### config.mk
export PLATFORM = sky130hd
export DESIGN_NAME = lvt_scan_host
export DESIGN_NICKNAME = d
export VERILOG_FILES = /design/src/rtl/lvt_scan_pkg.sv /design/src/rtl/scan_shift_reg.sv /design/src/rtl/lvt_scan_host.sv
export SDC_FILE = /design/constraint.sdc
export NUM_CORES = 1
export LEC_CHECK = 0
export ABC_AREA = 1
export BUFFER_PORTS_ARGS = -buffer_cell sky130_fd_sc_hd__buf_2
export CELL_PAD_IN_SITES_DETAIL_PLACEMENT = 2
export CELL_PAD_IN_SITES_GLOBAL_PLACEMENT = 2
export CORE_MARGIN = 2
export CORE_UTILIZATION = 37
export CTS_CLUSTER_SIZE = 14
export DETAILED_ROUTE_END_ITERATION = 12
export GPL_ROUTABILITY_DRIVEN = 0
export GPL_TIMING_DRIVEN = 0
export PLACE_DENSITY = 0.92
export SYNTH_ARGS = -nofsm -noshare
export SYNTH_HDL_FRONTEND = slang
export SYNTH_SLANG_ARGS = --single-unit
### constraint.sdc
create_clock -name clk -period 2.3 [get_ports clk]
set_clock_uncertainty 0.05 [all_clocks]
set_input_delay 0.46 -clock clk [delete_from_list [all_inputs] [get_ports clk]]
set_output_delay 0.46 -clock clk [all_outputs]
set_load 0.03 [all_outputs]
### src/rtl/lvt_scan_pkg.sv
// Shared definitions for the LVT scan harness host and harness:
// FSM state encoding and the serial frame / read-back length helpers.
package lvt_scan_pkg;

  typedef enum logic [2:0] {
    S_IDLE   = 3'd0,
    S_SEND   = 3'd1,
    S_SETTLE = 3'd2,
    S_PUSH   = 3'd3,
    S_WAIT   = 3'd4,
    S_RECV   = 3'd5,
    S_RESP   = 3'd6
  } scan_state_e;

  // Request frame: {en, wdata, addr} for all ports.
  function automatic int unsigned frame_len(input int unsigned width,
                                            input int unsigned depth,
                                            input int unsigned ports);
    return ports + ports * width + ports * $clog2(depth);
  endfunction

  function automatic int unsigned rdata_len(input int unsigned width,
                                            input int unsigned ports);
    return ports * width;
  endfunction

  function automatic int unsigned max_u(input int unsigned a,
                                        input int unsigned b);
    return (a > b) ? a : b;
  endfunction

endpackage

### src/rtl/scan_shift_reg.sv
// Parameterised shift register: parallel load or MSB-first serial shift,
// with serial in at the LSB, serial out from the MSB and parallel out.
module scan_shift_reg #(
  parameter int unsigned W = 8
) (
  input  logic         clk,
  input  logic         rst_n,
  input  logic         load,
  input  logic [W-1:0] load_data,
  input  logic         shift_en,
  input  logic         ser_in,
  output logic         ser_out,
  output logic [W-1:0] par_out
);

  logic [W-1:0] data_q;
  logic [W-1:0] data_d;

  // Load takes priority over shift.
  always_comb begin
    data_d = data_q;
    if (load) begin
      data_d = load_data;
    end else if (shift_en) begin
      data_d = {data_q[W-2:0], ser_in};
    end
  end

  always_ff @(posedge clk or negedge rst_n) begin
    if (!rst_n) begin
      data_q <= '0;
    end else begin
      data_q <= data_d;
    end
  end

  assign ser_out = data_q[W-1];
  assign par_out = data_q;

endmodule

### src/rtl/lvt_scan_host.sv
// Host end of the LVT scan harness serial protocol: serialises one parallel
// multi-port request onto d, pulses push, then deserialises q into read data.
module lvt_scan_host
  import lvt_scan_pkg::*;
#(
  parameter  int unsigned WIDTH      = 32,
  parameter  int unsigned DEPTH      = 512,
  parameter  int unsigned PORTS      = 2,
  parameter  int unsigned SETTLE_CYC = 8,
  parameter  int unsigned Q_LAT      = 4,
  localparam int unsigned AW         = $clog2(DEPTH)
) (
  input  logic                   clk,
  input  logic                   rst_n,
  input  logic                   req_valid,
  output logic                   req_ready,
  input  logic [PORTS*AW-1:0]    req_addr,
  input  logic [PORTS*WIDTH-1:0] req_wdata,
  input  logic [PORTS-1:0]       req_en,
  output logic                   d,
  output logic                   push,
  input  logic                   q,
  output logic                   rsp_valid,
  input  logic                   rsp_ready,
  output logic [PORTS*WIDTH-1:0] rsp_rdata
);

  localparam int unsigned N  = frame_len(WIDTH, DEPTH, PORTS);
  localparam int unsigned M  = rdata_len(WIDTH, PORTS);
  localparam int unsigned CW = $clog2(max_u(max_u(N, M), max_u(SETTLE_CYC, Q_LAT)) + 1);
  // WAIT spans Q_LAT-1 cycles; with Q_LAT==1 it is skipped entirely.
  localparam int unsigned WAIT_LOAD = (Q_LAT > 1) ? (Q_LAT - 2) : 0;

  scan_state_e   state_q, state_d;
  logic [CW-1:0] cnt_q, cnt_d;
  logic          req_ready_q, push_q, rsp_valid_q;
  logic          frame_load, frame_shift, rd_shift;
  logic [N-1:0]  frame_par_unused;
  logic          rd_msb_unused;

  // Next-state, shared down-counter and shift-register controls.
  always_comb begin
    state_d     = state_q;
    cnt_d       = cnt_q;
    frame_load  = 1'b0;
    frame_shift = 1'b0;
    rd_shift    = 1'b0;
    unique case (state_q)
      S_IDLE: begin
        if (req_valid) begin
          frame_load = 1'b1;
          cnt_d      = CW'(N - 1);
          state_d    = S_SEND;
        end
      end
      S_SEND: begin
        frame_shift = 1'b1;
        if (cnt_q == '0) begin
          cnt_d   = CW'(SETTLE_CYC - 1);
          state_d = S_SETTLE;
        end else begin
          cnt_d = cnt_q - CW'(1);
        end
      end
      S_SETTLE: begin
        if (cnt_q == '0) begin
          state_d = S_PUSH;
        end else begin
          cnt_d = cnt_q - CW'(1);
        end
      end
      S_PUSH: begin
        if (Q_LAT > 1) begin
          cnt_d   = CW'(WAIT_LOAD);
          state_d = S_WAIT;
        end else begin
          cnt_d   = CW'(M - 1);
          state_d = S_RECV;
        end
      end
      S_WAIT: begin
        if (cnt_q == '0) begin
          cnt_d   = CW'(M - 1);
          state_d = S_RECV;
        end else begin
          cnt_d = cnt_q - CW'(1);
        end
      end
      S_RECV: begin
        rd_shift = 1'b1;
        if (cnt_q == '0) begin
          state_d = S_RESP;
        end else begin
          cnt_d = cnt_q - CW'(1);
        end
      end
      S_RESP: begin
        if (rsp_ready) begin
          state_d = S_IDLE;
        end
      end
      default: begin
        state_d = S_IDLE;
        cnt_d   = '0;
      end
    endcase
  end

  // Status outputs are registered from the next state so they line up with it.
  always_ff @(posedge clk or negedge rst_n) begin
    if (!rst_n) begin
      state_q     <= S_IDLE;
      cnt_q       <= '0;
      req_ready_q <= 1'b0;
      push_q      <= 1'b0;
      rsp_valid_q <= 1'b0;
    end else begin
      state_q     <= state_d;
      cnt_q       <= cnt_d;
      req_ready_q <= (state_d == S_IDLE);
      push_q      <= (state_d == S_PUSH);
      rsp_valid_q <= (state_d == S_RESP);
    end
  end

  // Zeros shift in behind the frame, so d falls back to 0 once SEND ends.
  scan_shift_reg #(
    .W (N)
  ) u_frame (
    .clk       (clk),
    .rst_n     (rst_n),
    .load      (frame_load),
    .load_data ({req_en, req_wdata, req_addr}),
    .shift_en  (frame_shift),
    .ser_in    (1'b0),
    .ser_out   (d),
    .par_out   (frame_par_unused)
  );

  scan_shift_reg #(
    .W (M)
  ) u_rdata (
    .clk       (clk),
    .rst_n     (rst_n),
    .load      (1'b0),
    .load_data ({M{1'b0}}),
    .shift_en  (rd_shift),
    .ser_in    (q),
    .ser_out   (rd_msb_unused),
    .par_out   (rsp_rdata)
  );

  assign req_ready = req_ready_q;
  assign push      = push_q;
  assign rsp_valid = rsp_valid_q;

endmodule

==> metrics.yaml <==
grt_pass1_vias: 6277
num-nets-final: 908
floorplan.core_area_sq_um: 18600
n_fill_cell: 1929
power_frac_comb_pct: 40.2
netlist_area_sq_um: 6990
initial_core_util_pct: 37.5
setup.worst_path.start_class: "flip-flop"
worstSkewPairLatency_ps: 420
p_sw_mw: 4.51
ff2ff_setup_slack_ps: 320
status: "complete, no violations"
critPathLaunch: "state_q[1]"
synthCells: 640
grt_max_degree: 104
crit_type: "reg -> reg"
clockRootBuffer: "clkbuf_16"
die-area_sq_um: 20000
track_usage_pct: 21.6
clock.fmax_mhz: 506
io_pins: 157
cp_max_fo: 10
grt-ovfl-total: 0
cpPeakStageDelay_ps: 350
synth_area_leader_cell: "dfrtp_1"
dpl.cell_count: 1031
routed_wl_um: 20700
p_seq_share_pct: 36.5
synth_warnings: 0
final_common_cell: "buf_2"
grt_setup_unrepaired: "no"
slew-limit-headroom_pct: 63.6
tightest_slew_ps: 547
final_cell_mix: "169 x buf_2, 161 x dfrtp_1, 149 x nand2_1"
drive_gt1_share_pct: 33.9
grt_pass1_wl_um: 33900
intPower_mw: 6.86
powerDensity_nw_per_um2: 1310
vias_per_cell: 5.17
cp.arrival_ps: 2240
critPathCaptureType: "flip-flop"
crit_slowest_cell: "dfrtp_1"
hold_viol: 0
ys_top_cells_by_area: "dfrtp_1 58%, o221ai_1 10%, nand2_1 8.0%, mux2_2 6.0%, inv_1 5.3%"
setup_violations: 0
clockBufferDepth: 2
fp.dieW_um: 141
io_buffer_count: 156
ir_worst_vdd_uv: 514
ys_types: 30
vias: 5505
areaGrowthSynthToFinish_pct: 23.9
place_ws_ps: 366
cts.sinks: 161
synth-seq-cells: 161
die_h_um: 141
syn_area_per_cell_sq_um: 10.9
slew_viol_final: 0
dpl.hpwl_um: 14700
ant_nets: 0
antenna_found_initial: 2
clkPwrFrac_pct: 23.3
synth.net_count: 731
drtIter0Drc: 226
final_cells: 1065
cts_tree: "yes"
finalWorstSetupSlack_ps: 325
timing.rr.start: "state_q[1]"
p_leak_nw: 4.61
cp_cell_sequence: "buf_2 -> nor2_2 -> nand2_1 -> inv_1 -> nand2_2 -> inv_2 -> buf_2 -> nand2_1 -> o221ai_1"
timing.final.crit_period_ps: 1980
p_sw_share_pct: 39.7
clkTransAtPathRegs_ps: 60
drcViolationCount: 0
rows: 50
hold-path-cell-count: 3
r2r_cells: 9
cap_violations: 0
yosysTopAreaCellShare_pct: 57.7
cts_htree_levels: 4
hold_slack_ps: 199
min-delay-path-class: "in -> reg"
worstHoldStart: "req_wdata[6]"
cts_buffers: 17
post-route-period-util_pct: 85.9
yosysSeqAreaShare_pct: 57.7
first_pass_iters: 4
cts_setup_buffers: 0
post_drt_wl_per_cell_um: 19.4
required_ps: 2570
## cell families after synthesis
group / Yosys count / share of synthesized area (%)
AOI/OAI and AO/OA: 94 / 11.1
xor gates and xnor gates: 3 / 0.376
adders and majority gates: 2 / 0.358
buffers and inverters: 136 / 8.90
DFF: 161 / 57.7
muxes: 62 / 11.0
and+or+nand+nor: 182 / 10.6
## final cells by class
cell class                      count  area, sq um  area share (%)
Multi-Input combinational cell    343         2330            27.0
Inverter                          101          379            4.38
Clock inverter                     13          105            1.21
Antenna cell                        1         2.50          0.0289
Sequential cell                   161         4030            46.5
Clock buffer                       19          443            5.12
Buffer                             35          243            2.80
Tap cell                          234          293            3.38
Timing Repair Buffer              158          828            9.57
## sequential cells by signal, summed over array words and instances (netlist names)
signal / flops
state_q: 3
rsp_valid: 1
push: 1
u_rdata.par_out: 64
cnt_q: 7
req_ready: 1
u_frame.par_out: 84
## synthesized netlist by cell type (all sizes together)
| cell type | number |
|---|---|
| clkbuf | 8 |
| ha | 2 |
| o41ai | 1 |
| buf | 27 |
| o21ai | 10 |
| nor3 | 1 |
| xnor2 | 2 |
| nand2 | 152 |
| or2 | 1 |
| xor2 | 1 |
| dfrtp | 161 |
| nand3b | 1 |
| nand4 | 4 |
| a21oi | 2 |
| o211ai | 1 |
| inv | 101 |
| o221ai | 80 |
| mux2 | 62 |
| nand3 | 12 |
| nor2 | 11 |
## metal layers
layer / GRT usage (%) / share of wire (%) / wire length, um / vias up
met5: 0 / 0.063 / 13 / -
met4: 7.11 / 1.7 / 357 / 2
met3: 4.56 / 3.1 / 632 / 27
met2: 38.6 / 53 / 11100 / 105
met1: 26.0 / 42 / 8630 / 2850
li1: - / - / - / 2521
## power groups by stage
stage / sequential (mW) / clock, mW / combinational, mW
floorplan: 4.31 / 0 / 3.02
global placement: 4.12 / 0 / 4.22
detailed placement: 4.20 / 0 / 4.53
CTS: 4.16 / 2.72 / 4.64
global route: 4.25 / 2.83 / 5.09
finish: 4.15 / 2.64 / 4.57
## worst paths after layout
kind | endpoint
worst min-delay path | u_frame.par_out[24]
min in group asynchronous | u_frame.par_out[8]
worst max-delay path | u_frame.par_out[56]
worst max register to register | u_frame.par_out[56]
worst min register to register | u_rdata.par_out[63]
max in group asynchronous | state_q[0]
## what timing repair did
action | 4_1_cts | 5_1_grt
endpoints found under the hold margin | 58 | 0
hold buffers | 1 | 0
resized for setup | 0 | 0
## through the flow
stage | area [sq um] | utilization, % | setup TNS (ps) | power [mW]
after global routing | 8660 | 46.4 | 0 | 12.2
after CTS | 8650 | 46.4 | 0 | 11.5
after floorplan | 6990 | - | 0 | 7.33
after global placement | 8060 | 43.2 | -276990 | 8.33
after detailed placement | 8100 | 43.4 | 0 | 8.73
final | 8660 | 46.4 | 0 | 11.4
## worst max-delay path, delay by kind of cell (launching register included)
| family | cells | cell delay (ps) |
|---|---|---|
| compound gates | 1 | 100 |
| flops | 1 | 350 |
| buf+inv | 4 | 860 |
| simple gates | 4 | 520 |
Power figures use the tool's default switching activity.
